<file path="src/rtl/centroid_pkg.sv">
// Shared types and widths for the centroid tracker slice.
// Frame geometry is 640x480; widths below are sized for a full-frame hit count.
package centroid_pkg;

  localparam int X_W     = 10;
  localparam int Y_W     = 9;
  localparam int SUM_W   = 28;
  localparam int CNT_W   = 19;
  localparam int FRAME_W = 640;
  localparam int FRAME_H = 480;

  typedef enum logic [1:0] {
    IDLE,
    DIV_X,
    DIV_Y,
    UPDATE
  } state_e;

endpackage

</file>
<file path="src/rtl/seq_divider.sv">
// Unsigned restoring divider, one quotient bit per cycle; done pulses DVD_W cycles after start.
// The first bit is resolved on the start edge, so quotient is valid while done is high.
module seq_divider #(
  parameter int DVD_W = 28,
  parameter int DVS_W = 19
) (
  input  logic             clk,
  input  logic             reset,
  input  logic             start,
  input  logic [DVD_W-1:0] dividend,
  input  logic [DVS_W-1:0] divisor,
  output logic             done,
  output logic [DVD_W-1:0] quotient
);

  localparam int CW = $clog2(DVD_W + 1);

  logic [DVS_W-1:0] rem, dvs, src_r, src_d, rem_n;
  logic [DVD_W-1:0] q, src_q, q_n;
  logic [DVS_W:0]   trial;
  logic [CW-1:0]    steps_left;

  // The same step datapath serves both the load cycle and the iterating cycles.
  always_comb begin
    src_r = start ? '0 : rem;
    src_q = start ? dividend : q;
    src_d = start ? divisor : dvs;
    trial = {src_r, src_q[DVD_W-1]};
    rem_n = trial[DVS_W-1:0];
    q_n   = {src_q[DVD_W-2:0], 1'b0};
    if (trial >= {1'b0, src_d}) begin
      rem_n  = DVS_W'(trial - {1'b0, src_d});
      q_n[0] = 1'b1;
    end
  end

  always_ff @(posedge clk) begin
    if (reset) begin
      rem        <= '0;
      dvs        <= '0;
      q          <= '0;
      steps_left <= '0;
      done       <= 1'b0;
    end else begin
      done <= 1'b0;
      if (start) begin
        rem        <= rem_n;
        q          <= q_n;
        dvs        <= divisor;
        steps_left <= CW'(DVD_W - 1);
      end else if (steps_left != '0) begin
        rem        <= rem_n;
        q          <= q_n;
        steps_left <= steps_left - CW'(1);
        done       <= (steps_left == CW'(1));
      end
    end
  end

  assign quotient = q;

endmodule

</file>
<file path="src/rtl/centroid_tracker.sv">
// Per-frame hit centroid: accumulate, snapshot at frame_end, divide, hold result on xdata/ydata.
// upd at frame_end+2+2*SUM_W (frame_end+1 below MIN_HITS); no backpressure, a frame closing while busy is dropped.
module centroid_tracker
  import centroid_pkg::*;
#(
  parameter int X_W      = centroid_pkg::X_W,
  parameter int Y_W      = centroid_pkg::Y_W,
  parameter int SUM_W    = centroid_pkg::SUM_W,
  parameter int CNT_W    = centroid_pkg::CNT_W,
  parameter int MIN_HITS = 16,
  parameter int X_RST    = 320,
  parameter int Y_RST    = 240
) (
  input  logic           clk,
  input  logic           reset,
  input  logic           pix_valid,
  input  logic [X_W-1:0] pix_x,
  input  logic [Y_W-1:0] pix_y,
  input  logic           pix_hit,
  input  logic           frame_end,
  output logic [X_W-1:0] xdata,
  output logic [Y_W-1:0] ydata,
  output logic           found,
  output logic           upd,
  output logic           busy,
  output logic           overrun
);

  localparam int AW = SUM_W + 1;
  localparam int CW = CNT_W + 1;

  typedef struct packed {
    logic [SUM_W-1:0] sum_x;
    logic [SUM_W-1:0] sum_y;
    logic [CNT_W-1:0] cnt;
  } acc_t;

  acc_t             acc, closing, snap;
  state_e           state;
  logic             hit;
  logic [AW-1:0]    add_x, add_y;
  logic [CW-1:0]    add_c;
  logic [X_W-1:0]   qx;
  logic             div_start, div_done;
  logic [SUM_W-1:0] div_dividend, div_q;
  logic [CNT_W-1:0] div_divisor;
  logic             unused_q_bits;

  assign hit = pix_valid & pix_hit;

  // closing = accumulators including this cycle's hit; it is both the next
  // accumulator value and what a coincident frame_end snapshots.
  always_comb begin
    add_x   = {1'b0, acc.sum_x} + AW'(pix_x);
    add_y   = {1'b0, acc.sum_y} + AW'(pix_y);
    add_c   = {1'b0, acc.cnt} + CW'(1);
    closing = acc;
    if (hit) begin
      closing.sum_x = add_x[SUM_W] ? '1 : add_x[SUM_W-1:0];
      closing.sum_y = add_y[SUM_W] ? '1 : add_y[SUM_W-1:0];
      closing.cnt   = add_c[CNT_W] ? '1 : add_c[CNT_W-1:0];
    end
  end

  always_ff @(posedge clk) begin
    if (reset || frame_end) acc <= '0;
    else                    acc <= closing;
  end

  assign div_start    = (state == IDLE && frame_end && closing.cnt >= CNT_W'(MIN_HITS)) ||
                        (state == DIV_X && div_done);
  assign div_dividend = (state == IDLE) ? closing.sum_x : snap.sum_y;
  assign div_divisor  = (state == IDLE) ? closing.cnt : snap.cnt;

  seq_divider #(
    .DVD_W (SUM_W),
    .DVS_W (CNT_W)
  ) u_div (
    .clk      (clk),
    .reset    (reset),
    .start    (div_start),
    .dividend (div_dividend),
    .divisor  (div_divisor),
    .done     (div_done),
    .quotient (div_q)
  );

  always_ff @(posedge clk) begin
    if (reset) begin
      state   <= IDLE;
      snap    <= '0;
      qx      <= '0;
      xdata   <= X_W'(X_RST);
      ydata   <= Y_W'(Y_RST);
      found   <= 1'b0;
      upd     <= 1'b0;
      overrun <= 1'b0;
    end else begin
      upd     <= 1'b0;
      overrun <= frame_end && (state != IDLE);
      case (state)
        IDLE: if (frame_end) begin
          snap <= closing;
          if (closing.cnt < CNT_W'(MIN_HITS)) begin
            upd   <= 1'b1;
            found <= 1'b0;
          end else begin
            state <= DIV_X;
          end
        end
        DIV_X: if (div_done) begin
          qx    <= div_q[X_W-1:0];
          state <= DIV_Y;
        end
        DIV_Y: if (div_done) state <= UPDATE;
        UPDATE: begin
          xdata <= qx;
          ydata <= div_q[Y_W-1:0];
          found <= 1'b1;
          upd   <= 1'b1;
          state <= IDLE;
        end
        default: state <= IDLE;
      endcase
    end
  end

  assign busy = (state != IDLE);

  // Quotients never exceed the frame coordinates, so the high bits are always zero.
  assign unused_q_bits = ^div_q[SUM_W-1:X_W];

endmodule

</file>
<file path="config.mk">
export PLATFORM = sky130hd
export DESIGN_NAME = centroid_tracker
export DESIGN_NICKNAME = d
export VERILOG_FILES = /design/src/rtl/centroid_pkg.sv /design/src/rtl/seq_divider.sv /design/src/rtl/centroid_tracker.sv
export SDC_FILE = /design/constraint.sdc
export NUM_CORES = 1
export LEC_CHECK = 0
export ABC_AREA = 1
export CORE_MARGIN = 2
export CORE_UTILIZATION = 55
export CTS_BUF_LIST = sky130_fd_sc_hd__clkbuf_2 sky130_fd_sc_hd__clkbuf_4 sky130_fd_sc_hd__clkbuf_8
export CTS_CLUSTER_SIZE = 14
export DETAILED_ROUTE_END_ITERATION = 6
export PLACE_DENSITY = 0.73
export SLEW_MARGIN = 0
export SYNTH_ARGS = -nofsm -noshare
export SYNTH_HDL_FRONTEND = slang
export SYNTH_HIERARCHICAL = 1
export SYNTH_SLANG_ARGS = --single-unit
</file>
<file path="constraint.sdc">
create_clock -name clk -period 14.2 [get_ports clk]
set_clock_uncertainty 0.1 [all_clocks]
set_input_delay 2.84 -clock clk [delete_from_list [all_inputs] [get_ports clk]]
set_output_delay 2.84 -clock clk [all_outputs]
set_load 0.005 [all_outputs]
</file>
; Yosys cells after proc, flatten, opt, wreduce, memory -nomap -nowiden
; Cells that the tools add are included.
[totals]
ff_bits = 228
latch_bits = 0
ramBits = 0
romBits = 0
in_bits = 24
output_inout_bits = 23
memories = 0
[classes]
n_addsub = 5
n_mul = 0
div_mod_pow = 0
order_cmp = 3
n_eq_ne = 9
shifts = 0
muxes = 28
n_bitwise = 2
reduce_logical = 17
[ops]
columns = op, n
row1 = two-way mux 28 bit, 6
row2 = two-way mux 19 bit, 7
row3 = two-way mux 75 bit, 1
row4 = adder 28 x 10 -> 29 bit, 1
row5 = adder 28 x 9 -> 29 bit, 1
row6 = "adder 19 x 1 -> 20 bit, second input constant", 1
row7 = >= comparator 20 x 19 -> 1 bit, 1
row8 = ">= comparator 19 x 5 -> 1 bit, second input constant", 1
row9 = "< comparator 19 x 5 -> 1 bit, second input constant", 1
row10 = subtractor 19 bit, 1
row11 = two-way mux 5 bit, 2
row12 = two-way mux 2 bit, 4
row13 = case mux 2 bit (4 select lines), 1
row14 = "inequality test 2 x 1 -> 1 bit, second input constant", 3
row15 = nonzero test 2 bit, 3
row16 = "equality test 5 x 1 -> 1 bit, second input constant", 1
row17 = two-way mux 1 bit, 5
row18 = nonzero test 5 bit, 1
row19 = "subtractor 5 x 1 -> 5 bit, second input constant", 1
row20 = "equality test 2 bit, second input constant", 2
row21 = logical AND 1 bit, 4
row22 = "inequality test 2 bit, second input constant", 2
row23 = case mux 1 bit (2 select lines), 2
row24 = AND reduction 2 bit, 2
row25 = 9 further kinds, 10

; Logic depth before layout (Yosys ltp)
[depth]
depth_word = 11
depth_mapped = 33

; Modules after synthesis
; Netlist, hierarchy kept.
[modules_own_cells]
columns = mod, n_inst, cells_per_inst, area_each_um2, seq_area_each_um2
row1 = centroid_tracker, 1, 1279, 8489.4, 3123.0
row2 = seq_divider, 1, 642, 4336.7, 1441.4

; Least setup slack after synthesis
; OpenSTA, ideal clock, no wires.
[synth_timing]
path_type = input-to-reg
startpoint = input port pix_valid
endpoint = register u_div.rem[0]
setup_time_ns = 0.113
t_arrival_ns = 6.357
required_time_ns = 13.987
slack_ns = 7.630
stages = 28
n_path_buf = 4
path_cell_list = nand3_1 nor3_1 xnor2_1 nand2_2 inv_1 nand3_2 nor2_2 nand2_2 nand2_1 nand2_1 clkbuf_1 buf_2 clkbuf_1 nand2_1 nand2_1 ha_1 fa_1 inv_1 nand4_1 nand2_2 nand3_1 nand3_2 nand2_2 nand2_2 buf_6 o21ai_1 o21ai_1 inv_1
[synth_between]
elab_chain_len = 10
elab_cells_between_ends = 16
[synth_rtl]
columns = item, line_no
row1 = from (decl), centroid_tracker.sv:16  ; input logic pix_valid,
row2 = bitwise AND 1 bit *, centroid_tracker.sv:49  ; assign hit = pix_valid & pix_hit;
row3 = two-way mux 75 bit *, centroid_tracker.sv:58  ; if (hit) begin
row4 = >= comparator 19 x 5 -> 1 bit *, centroid_tracker.sv:70  ; assign div_start = (state == IDLE && frame_end && closing.cnt >= CNT_W'(MIN_HITS)) ||
row5 = logical AND 1 bit *, centroid_tracker.sv:70
row6 = logical OR 1 bit *, centroid_tracker.sv:70
row7 = named net div_start, centroid_tracker.sv:44  ; logic div_start, div_done;
row8 = two-way mux 19 bit *, n/a
row9 = named net u_div.src_d[0], seq_divider.sv:18  ; logic [DVS_W-1:0] rem, dvs, src_r, src_d, rem_n;
row10 = subtractor 19 bit / >= comparator 20 x 19 -> 1 bit (equally long branches), "seq_divider.sv:32, seq_divider.sv:31"
row11 = two-way mux 19 bit *, seq_divider.sv:31  ; if (trial >= {1'b0, src_d}) begin
row12 = two-way mux 19 bit, seq_divider.sv:51  ; end else if (steps_left != '0) begin
row13 = two-way mux 19 bit *, seq_divider.sv:46  ; if (start) begin
row14 = to (signal assigned), seq_divider.sv:47  ; rem <= rem_n;
row15 = to (signal assigned), seq_divider.sv:52  ; rem <= rem_n;
row16 = to (decl), seq_divider.sv:18
; Mark *: on every way through the listed nets, which the timed path passes. The rest lies on a longest branch. The select of a mux whose other input is x is not followed.
; A chain may end at the register's enable or synchronous reset.

; Worst setup path after layout
[layout_timing]
startpoint = input port pix_valid
endpoint = register u_div.rem[8]
; Same word-level chain as after synthesis.

==> run summary <==
Status = finished, final reports clean
Critical path class = in -> reg
Sequential Power Share = 32.5%
Post-synthesis simple-gate area fraction = 32.28%
Starting Density = 56.31%
Final setup fails = 0
CTS tree = yes
Gp weighted congestion = 0.9887
DRC viols = 0
Initial antenna violation count = 0
Mapped Area = 12830 µm²
Area of the multi-input gates = 6997 µm²
CP Data Required Time = 14.51 ns
Max Cap Violations = 0
Main combinational cell family by area after synthesis = simple AND/OR/NAND/NOR gates
DP Wirelength = 24.37 mm
N_diodes = 0
Antenna-violating nets left = 0
Chip Width = 156.7 µm
Cell internal pwr = 1.388 mW
RSZ-0062 raised after global routing = no
Die area = 24560 µm²
Post-CTS Setup Inserts = 0
Wirelength per Cell = 14.68 µm
Largest net degree at the start of global routing = 61
Die extent in y = 156.7 µm
Max-slew violation count = 0
Vias in the first global route = 11061
Ys Warns = 6
Post-Layout Cell Count = 2279
CTS max path bufs = 3
Clock sink total = 228
Layout fillers = 2210
Final Util = 62.61%
Yosys reg bits = 228
First-pass GRT wire length = 55.17 mm
Final period util = 61.82%
Slew headroom = 21.81%
Share of cells above drive strength 1 = 7.528%
H-tree depth = 2
Most frequent CP cell = nand2_2
Maximum clock rate = 0.1139 GHz
CORE AREA = 22780 µm²
Reg area = 4564 µm²
Post-CTS sizing = 0
Post-route cell area = 14260 µm²
Clk slew on worst S/H paths = 0.06 ns
Switch share = 39.53%
Sum of negative setup slack = 0 ns
Post-Synth Adder-Cell Area = 4.663%
Worst hold path type = reg -> reg
Static leakage = 6.497 nW
Post-synthesis compound-gate area fraction = 13.86%
CTS buffer count = 40
IO Port Bufs = 46
Pre-antenna DRT Iters = 5
Total Power = 2.296 mW
Slowest CP cell = buf_4
Xor/xnor share of the synthesized area = 2.458%
Peak VDD IR = 0.00008303 V
Placed insts = 2210
Clock Tree Root = clkbuf_8
Mux cell area share after synthesis = 1.171%
Delay-heaviest family, CP = simple AND/OR/NAND/NOR gates
Comb power frac = 39.0%
Syn_nets = 1991
Via density = 5.395
Boundary Pins = 47
Clock Power Share = 28.5%
PwrDens = 161.0 nW/µm²
DR vias = 12295
Asr flop ratio synth = 0%
Worst skew pair latency = 0.54 ns
Layout Nets = 2009
# hold bufs at CTS = 0
Delay of the slowest critical-path stage = 0.60 ns
Buffer and inverter count on the worst path = 7
Max Fanout on Critical Path = 59
Unique masters post-synth = 49
Psw = 0.9075 mW
Dpl ws = 4.944 ns
Register-to-register path setup slack = 8.05 ns
GRT Util Overall = 27.70%
Ys flop type = dfxtp_1
Worst-Margin Slew = 1.170 ns
CP Launch Type = primary input
Cell count after synthesis = 1921
Final WS setup = 5.421 ns
Commonest non-fill, non-tap cells in the layout = 465 x nand2_1, 231 x inv_1, 229 x nor2_1
Most common cell after layout, fill and taps aside = nand2_1
Total detailed-routing wirelength = 33.46 mm
Number of synthesized flops with an enable pin = 0
Minimum clock period = 8.779 ns
Grt ovf = 0
Final hold violations = 0
Hold slack = 0.3555 ns
Area after DPL = 13390 µm²
Synth Area per Inst = 6.677 µm²
CP Capture Type = flop
DRT iter0 DRCs = 974
Synthesis-to-finish area growth = 11.20%
Post-synthesis sequential area ratio = 35.59%
Critical path arrival = 9.09 ns
FP Rows = 55
-- flip-flops by register name, summed over array words and instances, names as in the netlist --
signal	cells
acc	75
found	1
overrun	1
qx	10
snap	47
state	2
u_div/done	1
u_div/dvs	19
u_div/quotient	28
u_div/rem	19
u_div/steps_left	5
upd	1
xdata	10
ydata	9
-- power by group through the flow --
stage	logic (mW)	clock network (mW)	registers (mW)
2_1_floorplan	0.685	0	0.747
3_3_place_gp	0.875	0	0.756
3_5_place_dp	0.880	0	0.758
4_1_cts	0.886	0.668	0.745
5_1_grt	1.01	0.697	0.752
6_report	0.896	0.654	0.746
-- worst min-delay path: cells and delay by family, from the launching register on --
kind / cells / cell delay, ns
DFF: 1 / 0.32
and+or+nand+nor: 2 / 0.10
-- metal layers --
metal,global-route usage [%],wire (µm),vias up
met4,8.694,892,0
met3,4.182,2320,70
met5,0,0,-
met1,39.51,15550,5585
li1,-,-,6257
met2,43.02,14700,383
-- cells in the mapped netlist (9+ instances only) --
cell type,n,area (µm²)
nand2_2,15,93.84
a22oi_1,9,67.56
o21ai_1,15,75.07
xnor2_1,13,113.9
o22ai_1,17,106.4
inv_1,231,867.1
inv_2,9,33.78
nor2_1,231,867.1
ha_1,43,538.0
nor4_1,10,62.56
a21oi_1,108,540.5
nor3_1,27,135.1
xor2_1,23,201.4
buf_2,11,55.05
nand2_1,466,1749
a31oi_1,24,150.1
nand3_2,15,150.1
nand4_1,23,143.9
o21ai_0,133,665.6
nand3b_1,11,82.58
nand3_1,124,620.6
clkbuf_1,55,206.5
mux2i_1,15,150.1
dfxtp_1,228,4564
-- path summary, 6_finish.rpt --
| kind | start | to | cells past startpoint |
|---|---|---|---|
| setup / recovery | pix_valid | u_div/rem[8] | 31 |
| hold / removal | ydata[5] | ydata[5] | 2 |
| setup reg to reg | state[0] | u_div/rem[8] | 25 |
| hold reg to reg | ydata[5] | ydata[5] | 2 |
-- cell families after synthesis --
kind of cell / count (synthesis)
and+or+nand+nor: 946
DFF: 228
buffers and inverters: 322
AOI/OAI and AO/OA: 328
xor gates and xnor gates: 36
muxes: 15
adders and majority gates: 46
-- area by class of cell --
cell class | count | share of cell area [%]
Tap cell | 313 | 2.746
Clock buffer | 61 | 5.492
Multi-Input combinational cell | 1371 | 49.06
Inverter | 244 | 6.430
Clock inverter | 8 | 0.6580
Timing Repair Buffer | 54 | 3.614
Sequential cell | 228 | 32.00
Note: power is estimated with default switching activity, not from simulation.
